**config.mk**
```make
export PLATFORM = sky130hd
export DESIGN_NAME = fifo_ram_controller
export DESIGN_NICKNAME = d
export VERILOG_FILES = /design/src/rtl/fifo_ram_pkg.sv /design/src/rtl/fifo_rr_arbiter.sv /design/src/rtl/fifo_ram_controller.sv
export SDC_FILE = /design/constraint.sdc
export NUM_CORES = 1
export LEC_CHECK = 0
export CAP_MARGIN = 40
export CORE_MARGIN = 2
export CORE_UTILIZATION = 52
export DETAILED_ROUTE_END_ITERATION = 8
export PLACE_DENSITY = 0.81
export SYNTH_ARGS = -nofsm -noshare
export SYNTH_HDL_FRONTEND = slang
export SYNTH_HIERARCHICAL = 1
export SYNTH_SLANG_ARGS = --single-unit
export TNS_END_PERCENT = 30
```
**constraint.sdc**
```tcl
create_clock -name Clock -period 7.3 [get_ports Clock]
set_clock_uncertainty 0.15 [all_clocks]
set_input_delay 1.095 -clock Clock [delete_from_list [all_inputs] [get_ports Clock]]
set_output_delay 1.095 -clock Clock [all_outputs]
set_load 0.03 [all_outputs]
```
**src/rtl/fifo_ram_pkg.sv**
```systemverilog
// Shared widths and encodings for the RAM-backed FIFO controller.
package fifo_ram_pkg;

    localparam int unsigned FIFO_DATA_WIDTH = 8;
    localparam int unsigned FIFO_ADDR_WIDTH = 5;
    localparam int unsigned FIFO_DEPTH      = 2 ** FIFO_ADDR_WIDTH;

    typedef enum logic [2:0] {
        ST_IDLE      = 3'd0,
        ST_WR_SETUP  = 3'd1,
        ST_WR_STROBE = 3'd2,
        ST_WR_HOLD   = 3'd3,
        ST_RD_SETUP  = 3'd4,
        ST_RD_SAMPLE = 3'd5
    } state_t;

    typedef enum logic {
        OP_POP  = 1'b0,
        OP_PUSH = 1'b1
    } op_t;

endpackage

```
**src/rtl/fifo_rr_arbiter.sv**
```systemverilog
// Two-way round-robin between eligible push and pop requests.
module fifo_rr_arbiter
    import fifo_ram_pkg::*;
(
    input  logic push_elig_i,
    input  logic pop_elig_i,
    input  op_t  last_op_i,
    output logic grant_push_o,
    output logic grant_pop_o
);

    logic prefer_push;

    // On a tie, serve whichever operation did not go last.
    always_comb begin
        prefer_push  = (last_op_i == OP_POP);
        grant_push_o = push_elig_i & (~pop_elig_i | prefer_push);
        grant_pop_o  = pop_elig_i & (~push_elig_i | ~prefer_push);
    end

endmodule

```
**src/rtl/fifo_ram_controller.sv**
```systemverilog
// Sequences a single-port level-strobed RAM as a synchronous FIFO.
// Acks are same-cycle handshakes; every RAM-side pin comes from a flop.
module fifo_ram_controller
    import fifo_ram_pkg::*;
#(
    parameter int unsigned DATA_WIDTH = FIFO_DATA_WIDTH,
    parameter int unsigned ADDR_WIDTH = FIFO_ADDR_WIDTH
) (
    input  logic                  Clock,
    input  logic                  Reset,
    input  logic                  Push,
    input  logic [DATA_WIDTH-1:0] Push_Data,
    output logic                  Push_Ack,
    input  logic                  Pop,
    output logic                  Pop_Ack,
    output logic [DATA_WIDTH-1:0] Read_Data,
    output logic                  Read_Valid,
    output logic                  Full,
    output logic                  Empty,
    output logic [ADDR_WIDTH:0]   Count,
    output logic [ADDR_WIDTH-1:0] Ram_Address,
    output logic [DATA_WIDTH-1:0] Ram_Data,
    output logic                  Ram_Write_Enable,
    output logic                  Ram_Chip_Select,
    input  logic [DATA_WIDTH-1:0] Ram_Output
);

    localparam int unsigned DEPTH = 2 ** ADDR_WIDTH;
    localparam int unsigned CNT_W = ADDR_WIDTH + 1;

    state_t                state_q;
    op_t                   last_op_q;
    logic [ADDR_WIDTH-1:0] wr_ptr_q;
    logic [ADDR_WIDTH-1:0] rd_ptr_q;
    logic [CNT_W-1:0]      count_q;
    logic                  full_q;
    logic                  empty_q;
    logic [DATA_WIDTH-1:0] read_data_q;
    logic                  read_valid_q;
    logic [ADDR_WIDTH-1:0] ram_addr_q;
    logic [DATA_WIDTH-1:0] ram_data_q;
    logic                  ram_we_q;
    logic                  ram_cs_q;

    logic in_idle_c;
    logic grant_push_c;
    logic grant_pop_c;

    assign in_idle_c = (state_q == ST_IDLE);

    fifo_rr_arbiter u_arb (
        .push_elig_i  (in_idle_c & Push & ~full_q),
        .pop_elig_i   (in_idle_c & Pop & ~empty_q),
        .last_op_i    (last_op_q),
        .grant_push_o (grant_push_c),
        .grant_pop_o  (grant_pop_c)
    );

    // Request is accepted in the IDLE cycle it is sampled; no ack while in reset.
    assign Push_Ack = grant_push_c & ~Reset;
    assign Pop_Ack  = grant_pop_c & ~Reset;

    always_ff @(posedge Clock or posedge Reset) begin
        if (Reset) begin
            state_q      <= ST_IDLE;
            last_op_q    <= OP_POP;
            wr_ptr_q     <= '0;
            rd_ptr_q     <= '0;
            count_q      <= '0;
            full_q       <= 1'b0;
            empty_q      <= 1'b1;
            read_data_q  <= '0;
            read_valid_q <= 1'b0;
            ram_addr_q   <= '0;
            ram_data_q   <= '0;
            ram_we_q     <= 1'b0;
            ram_cs_q     <= 1'b0;
        end else begin
            read_valid_q <= 1'b0;
            unique case (state_q)
                ST_IDLE: begin
                    ram_cs_q <= 1'b0;
                    ram_we_q <= 1'b0;
                    if (grant_push_c) begin
                        ram_data_q <= Push_Data;
                        ram_addr_q <= wr_ptr_q;
                        last_op_q  <= OP_PUSH;
                        state_q    <= ST_WR_SETUP;
                    end else if (grant_pop_c) begin
                        ram_addr_q <= rd_ptr_q;
                        last_op_q  <= OP_POP;
                        state_q    <= ST_RD_SETUP;
                    end
                end
                // Flops load the strobe one cycle ahead so it lands in WR_STROBE.
                ST_WR_SETUP: begin
                    ram_cs_q <= 1'b1;
                    ram_we_q <= 1'b1;
                    state_q  <= ST_WR_STROBE;
                end
                ST_WR_STROBE: begin
                    ram_cs_q <= 1'b0;
                    ram_we_q <= 1'b0;
                    state_q  <= ST_WR_HOLD;
                end
                ST_WR_HOLD: begin
                    wr_ptr_q <= wr_ptr_q + ADDR_WIDTH'(1);
                    count_q  <= count_q + CNT_W'(1);
                    full_q   <= (count_q == CNT_W'(DEPTH - 1));
                    empty_q  <= 1'b0;
                    state_q  <= ST_IDLE;
                end
                ST_RD_SETUP: begin
                    ram_cs_q <= 1'b1;
                    ram_we_q <= 1'b0;
                    state_q  <= ST_RD_SAMPLE;
                end
                // Bus is only driven here, so this is the one place it is sampled.
                ST_RD_SAMPLE: begin
                    ram_cs_q     <= 1'b0;
                    read_data_q  <= Ram_Output;
                    read_valid_q <= 1'b1;
                    rd_ptr_q     <= rd_ptr_q + ADDR_WIDTH'(1);
                    count_q      <= count_q - CNT_W'(1);
                    empty_q      <= (count_q == CNT_W'(1));
                    full_q       <= 1'b0;
                    state_q      <= ST_IDLE;
                end
                default: begin
                    ram_cs_q <= 1'b0;
                    ram_we_q <= 1'b0;
                    state_q  <= ST_IDLE;
                end
            endcase
        end
    end

    assign Read_Data        = read_data_q;
    assign Read_Valid       = read_valid_q;
    assign Full             = full_q;
    assign Empty            = empty_q;
    assign Count            = count_q;
    assign Ram_Address      = ram_addr_q;
    assign Ram_Data         = ram_data_q;
    assign Ram_Write_Enable = ram_we_q;
    assign Ram_Chip_Select  = ram_cs_q;

endmodule
```
# Word-level counts from Yosys, hierarchy flattened
# Cells that the tools add are included.
[totals] ff_bits=46 output_inout_bits=34
[classes] addsub=4 eq_ne=8 mux=13 n_bitwise=16 n_reduce_logical=7
[op_table] op="3-bit one-hot mux with 4 select lines" n=1
[op_table] op="6-bit one-hot mux with 2 select lines" n=1
[op_table] op="5-bit by 1-bit adder with 5-bit output, second input constant" n=2
[op_table] op="5-bit 2-to-1 mux" n=2
[op_table] op="1-bit bitwise AND" n=8
[op_table] op="1-bit one-hot mux with 2 select lines" n=4
[op_table] op="6-bit by 1-bit adder with 6-bit output, second input constant" n=1
[op_table] op="3-bit by 2-bit == test with 1-bit output, second input constant" n=2
[op_table] op="3-bit == test, second input constant" n=2
[op_table] op="6-bit by 1-bit == test with 1-bit output, second input constant" n=1
[op_table] op="6-bit by 5-bit == test with 1-bit output, second input constant" n=1
[op_table] op="3-bit 2-to-1 mux" n=2
[op_table] op="1-bit inverter" n=6
[op_table] op="6-bit by 1-bit subtractor with 6-bit output, second input constant" n=1
[op_table] op="2-bit AND reduction" n=2
[op_table] op="2-bit nonzero test" n=2
[op_table] op="2-bit OR reduction" n=2
[op_table] op="3-bit by 1-bit == test with 1-bit output, second input constant" n=1
[op_table] op="3-bit logical NOT" n=1
[op_table] op="1-bit 2-to-1 mux" n=3
[op_table] op="3-bit by 1-bit inequality test with 1-bit output, second input constant" n=1
[op_table] op="1-bit OR" n=2

# Longest topological paths before layout
[logic_depth] ltp_word=9 mapped_depth=8

# Cells and area by module
# Netlist, hierarchy kept.
[by_module_without_submodules] mod="fifo_ram_controller" n_inst=1 cells_each=183 area_each_um2=2038.2 seq_area_each_um2=1152.4
[by_module_without_submodules] mod="fifo_rr_arbiter" n_inst=1 cells_each=3 area_each_um2=18.8 seq_area_each_um2=0.0

# Worst setup path before layout
# Ideal clock, no wire load.
[synth_timing] path_kind="input-to-output" from="input Push" to="output Push_Ack" t_arrival_ps=2251 t_required_ps=6055 path_slack_ps=3804 path_stages=5 path_buffers=1 path_cell_list="and3b_1 a21boi_1 clkbuf_1 inv_1 nor2_1"
[synth_via] elab_chain_cells=4
[synth_rtl] item="start, declared" line="fifo_ram_controller.sv:11" text="input logic Push,"
[synth_rtl] item="1-bit bitwise AND (2 in a row)" line="fifo_ram_controller.sv:52" text=".push_elig_i (in_idle_c & Push & ~full_q),"
[synth_rtl] item="1-bit bitwise AND" line="fifo_rr_arbiter.sv:17" text="grant_push_o = push_elig_i & (~pop_elig_i | prefer_push);"
[synth_rtl] item="via grant_push_c" line="fifo_ram_controller.sv:46" text="logic grant_push_c;"
[synth_rtl] item="1-bit bitwise AND" line="fifo_ram_controller.sv:60" text="assign Push_Ack = grant_push_c & ~Reset;"
[synth_rtl] item="end, declared" line="fifo_ram_controller.sv:13" text="output logic Push_Ack,"
# The timed path passes the listed nets, and every way through them passes these cells.

# Final worst setup path
# Ends and elaborated chain as after synthesis.

==> summary.txt <==
Synth
  – Syn Nets: 211
  – Synth area leaders: dfrtp_1 55%, nand2_1 6.8%, xnor2_1 5.5%
  – FF+latch count, synth: 46
  – Ys async rst share: 100%
  – Synth cell count leaders: 45 x dfrtp_1, 37 x nand2_1, 13 x xnor2_1, 9 x mux2_2, 9 x o21ai_0
  – Cell variety after synth: 36
  – Cell area after synthesis: 2060 um2
  – Cells after synthesis: 186
  – Synth warn: 6
  – Post-synth top area share: 54.7%
  – Top FF cell, synth: dfrtp_1
  – Post-synth EDFFs: 0
  – Synth area leader: dfrtp_1
  – Sequential area share after synthesis: 56.0%
  – Most common cell in the netlist: dfrtp_1
  – Avg Synthesized Cell Area: 11.1 um2

Clock tree
  – CTS H-tree depth: 2
  – Clk slew on worst S/H paths: 0.08 ns
  – Sink Count: 46
  – Buffer count from post-CTS setup fixing: 0
  – Cts hold-fix bufs: 0
  – Cts repair resizes: 0
  – Clock Tree Root: clkbuf_8
  – Clock buffer count from CTS: 5
  – CTS max path bufs: 2
  – CTS tree: done
  – Clk_lat worst skew: 0.30 ns

Final layout
  – Util after Layout: 72.9%
  – Area of the multi-input gates: 825 um2
  – # fillers: 299
  – Area growth syn-to-layout: 32.6%
  – Layout cells sized above 1: 10.4%
  – Final cell count without fillers: 288
  – Layout Nets: 264
  – Ant diodes: 0
  – Register area: 1150 um2
  – Final design instance area without fill: 2730 um2

Drt
  – DRC: 0
  – Total number of vias: 1,466
  – Total wire length: 4.02 mm
  – Post-route ant nets: 0
  – Via/cell ratio: 5.09
  – Detailed Route Iter0 Violations: 95
  – Pre-antenna DRT Iters: 4
  – Average wire per standard cell: 13.9 um

Power
  – Pwr Total: 1.19 mW
  – Pwr/cell area: 436 nW/um2
  – Flop pwr share: 37.9%
  – Power share of the combinational group: 46.2%
  – Worst VDD drop: 247 uV
  – Leakage: 1.20 nW
  – Switching share of power: 40.6%
  – Clk network pwr share: 15.9%
  – Switching power: 0.483 mW
  – P_int: 0.706 mW

Critical path
  – Critical path buffers and inverters: 3
  – Critical Path RT: 6.05 ns
  – CP endpoint kind: output port
  – CP startpoint kind: input pin
  – Slowest CP cell: clkdlybuf4s50_1
  – Setup CP Type: in2out
  – Worst EP arrival: 3.37 ns
  – CP max stage delay: 0.68 ns
  – CP cell instances: clkdlybuf4s50_1, and3b_1, a21boi_1, inv_1, nor2_1, clkdlybuf4s50_1
  – Max FO, Critical Path: 8
  – Critical path's most frequent cell: clkdlybuf4s50_1
  – Top delay family on crit path: buffers and inverters

Timing
  – Setup ws final: 2.68 ns
  – Post-route setup TNS: 0 ns
  – Final hold violations: 0
  – Final setup violation count: 0
  – Relative slew slack: 47.3%
  – Crit path time final: 4.62 ns
  – Fmax: 0.217 GHz
  – RSZ-0062 raised after global routing: false
  – Slew at the pin closest to its max-slew limit: 0.789 ns
  – Crit share post-route: 63.2%
  – Fin Hold WS: 0.325 ns
  – Final max-slew violation count: 0

Floorplan
  – Initial Util: 54.9%
  – Chip width: 66.9 um
  – Core ar.: 3740 um2
  – Die Area: 4470 um2
  – Site row count: 22
  – Die Y: 66.9 um
  – Io pins: 54

Global routing
  – All-Layer GR Usage: 20.7%
  – GRT overflow: 0
  – Global-route wire length before repair: 6.82 mm
  – Initial antenna violation count: 0
  – Largest net degree at the start of global routing: 35
  – Number of global-route vias before repair: 1,449

Placed design
  – DPL Wire Length: 2.90 mm
  – Pre-CTS setup slack: 2.71 ns
  – GPL Wtd Cong: 0.765
  – Placed insts: 280
  – Post-DP Area: 2620 um2
  – PortBufs: 53

Outcome
  – Status: completed

Hold path
  – Class of the worst hold path: reg2reg

Flow run
  – Number of max-cap violations: 0
==> sequential cells by signal, summed over array words and instances (netlist names) <==
register and cells:
Empty 1, wr_ptr_q 5, Count 6, Read_Valid 1
Ram_Address 5, rd_ptr_q 5, Ram_Chip_Select 1, Read_Data 8
last_op_q 1, Ram_Data 8, state_q 3, Full 1
Ram_Write_Enable 1
==> power groups by stage <==
stage | logic, mW | clock network (mW) | registers [mW]
finish | 0.550 | 0.189 | 0.451
global route | 0.597 | 0.203 | 0.466
CTS | 0.555 | 0.192 | 0.452
detailed placement | 0.552 | 0 | 0.456
global placement | 0.540 | 0 | 0.450
floorplan | 0.241 | 0 | 0.568
==> kinds of logic after synthesis <==
family                   count (synthesis)  synth area share (%)
AND/OR/NAND/NOR                         67                  16.1
buffers and inverters                   16                  3.89
AO/OA/AOI/OAI                           23                  7.12
flip-flops                              46                  56.0
adder cells (fa/ha/maj)                  5                  3.04
XOR/XNOR                                14                  5.96
multiplexers                            15                  7.85
==> per-layer routing <==
layer	vias up	track usage, %	wire length [um]
met1	695	26.8	1810
met5	-	0	0
met2	37	33.6	1940
met4	0	8.93	68
li1	729	-	-
met3	5	4.22	197
==> final cells by class <==
cell class                      instances  area share [%]
Sequential cell                        46            42.2
Multi-Input combinational cell        124            30.2
Timing Repair Buffer                   54            20.2
Clock buffer                            6            2.66
Tap cell                               48            2.20
Clock inverter                          2            1.38
Inverter                                8            1.10
==> tightest hold or removal path: stages, from the launching register on <==
cell and delay [ns]:
dfrtp_1 0.34, nand2_1 0.05, nand2_1 0.05
==> path summary, 6_finish.rpt <==
check / from / endpoint / slack (ns) / cells after the start
setup / recovery: Push / Push_Ack / 2.68 / 6
setup reg to reg: state_q[2] / Ram_Data[3] / 4.45 / 5
hold / removal: Read_Data[2] / Read_Data[2] / 0.32 / 2
hold reg to reg: Read_Data[2] / Read_Data[2] / 0.32 / 2
max in group asynchronous: Reset / Empty / 5.51 / 3
min in group asynchronous: Reset / Ram_Data[6] / 0.95 / 2
==> placed cells by master, fill, tap and decap left out, types with 2 or more instances in the layout <==
cell type	n
clkdlybuf4s50_1	53
dfrtp_1	45
nand2_1	37
xnor2_1	13
mux2_2	9
o21ai_0	9
inv_1	7
nor2_1	7
a21oi_1	6
mux2i_1	6
ha_1	5
clkbuf_8	5
nand4_1	4
and3b_1	3
nor2b_1	3
nor3_2	2
a32o_1	2
nand3_1	2
a21boi_1	2
Power figures use the tool's default switching activity.
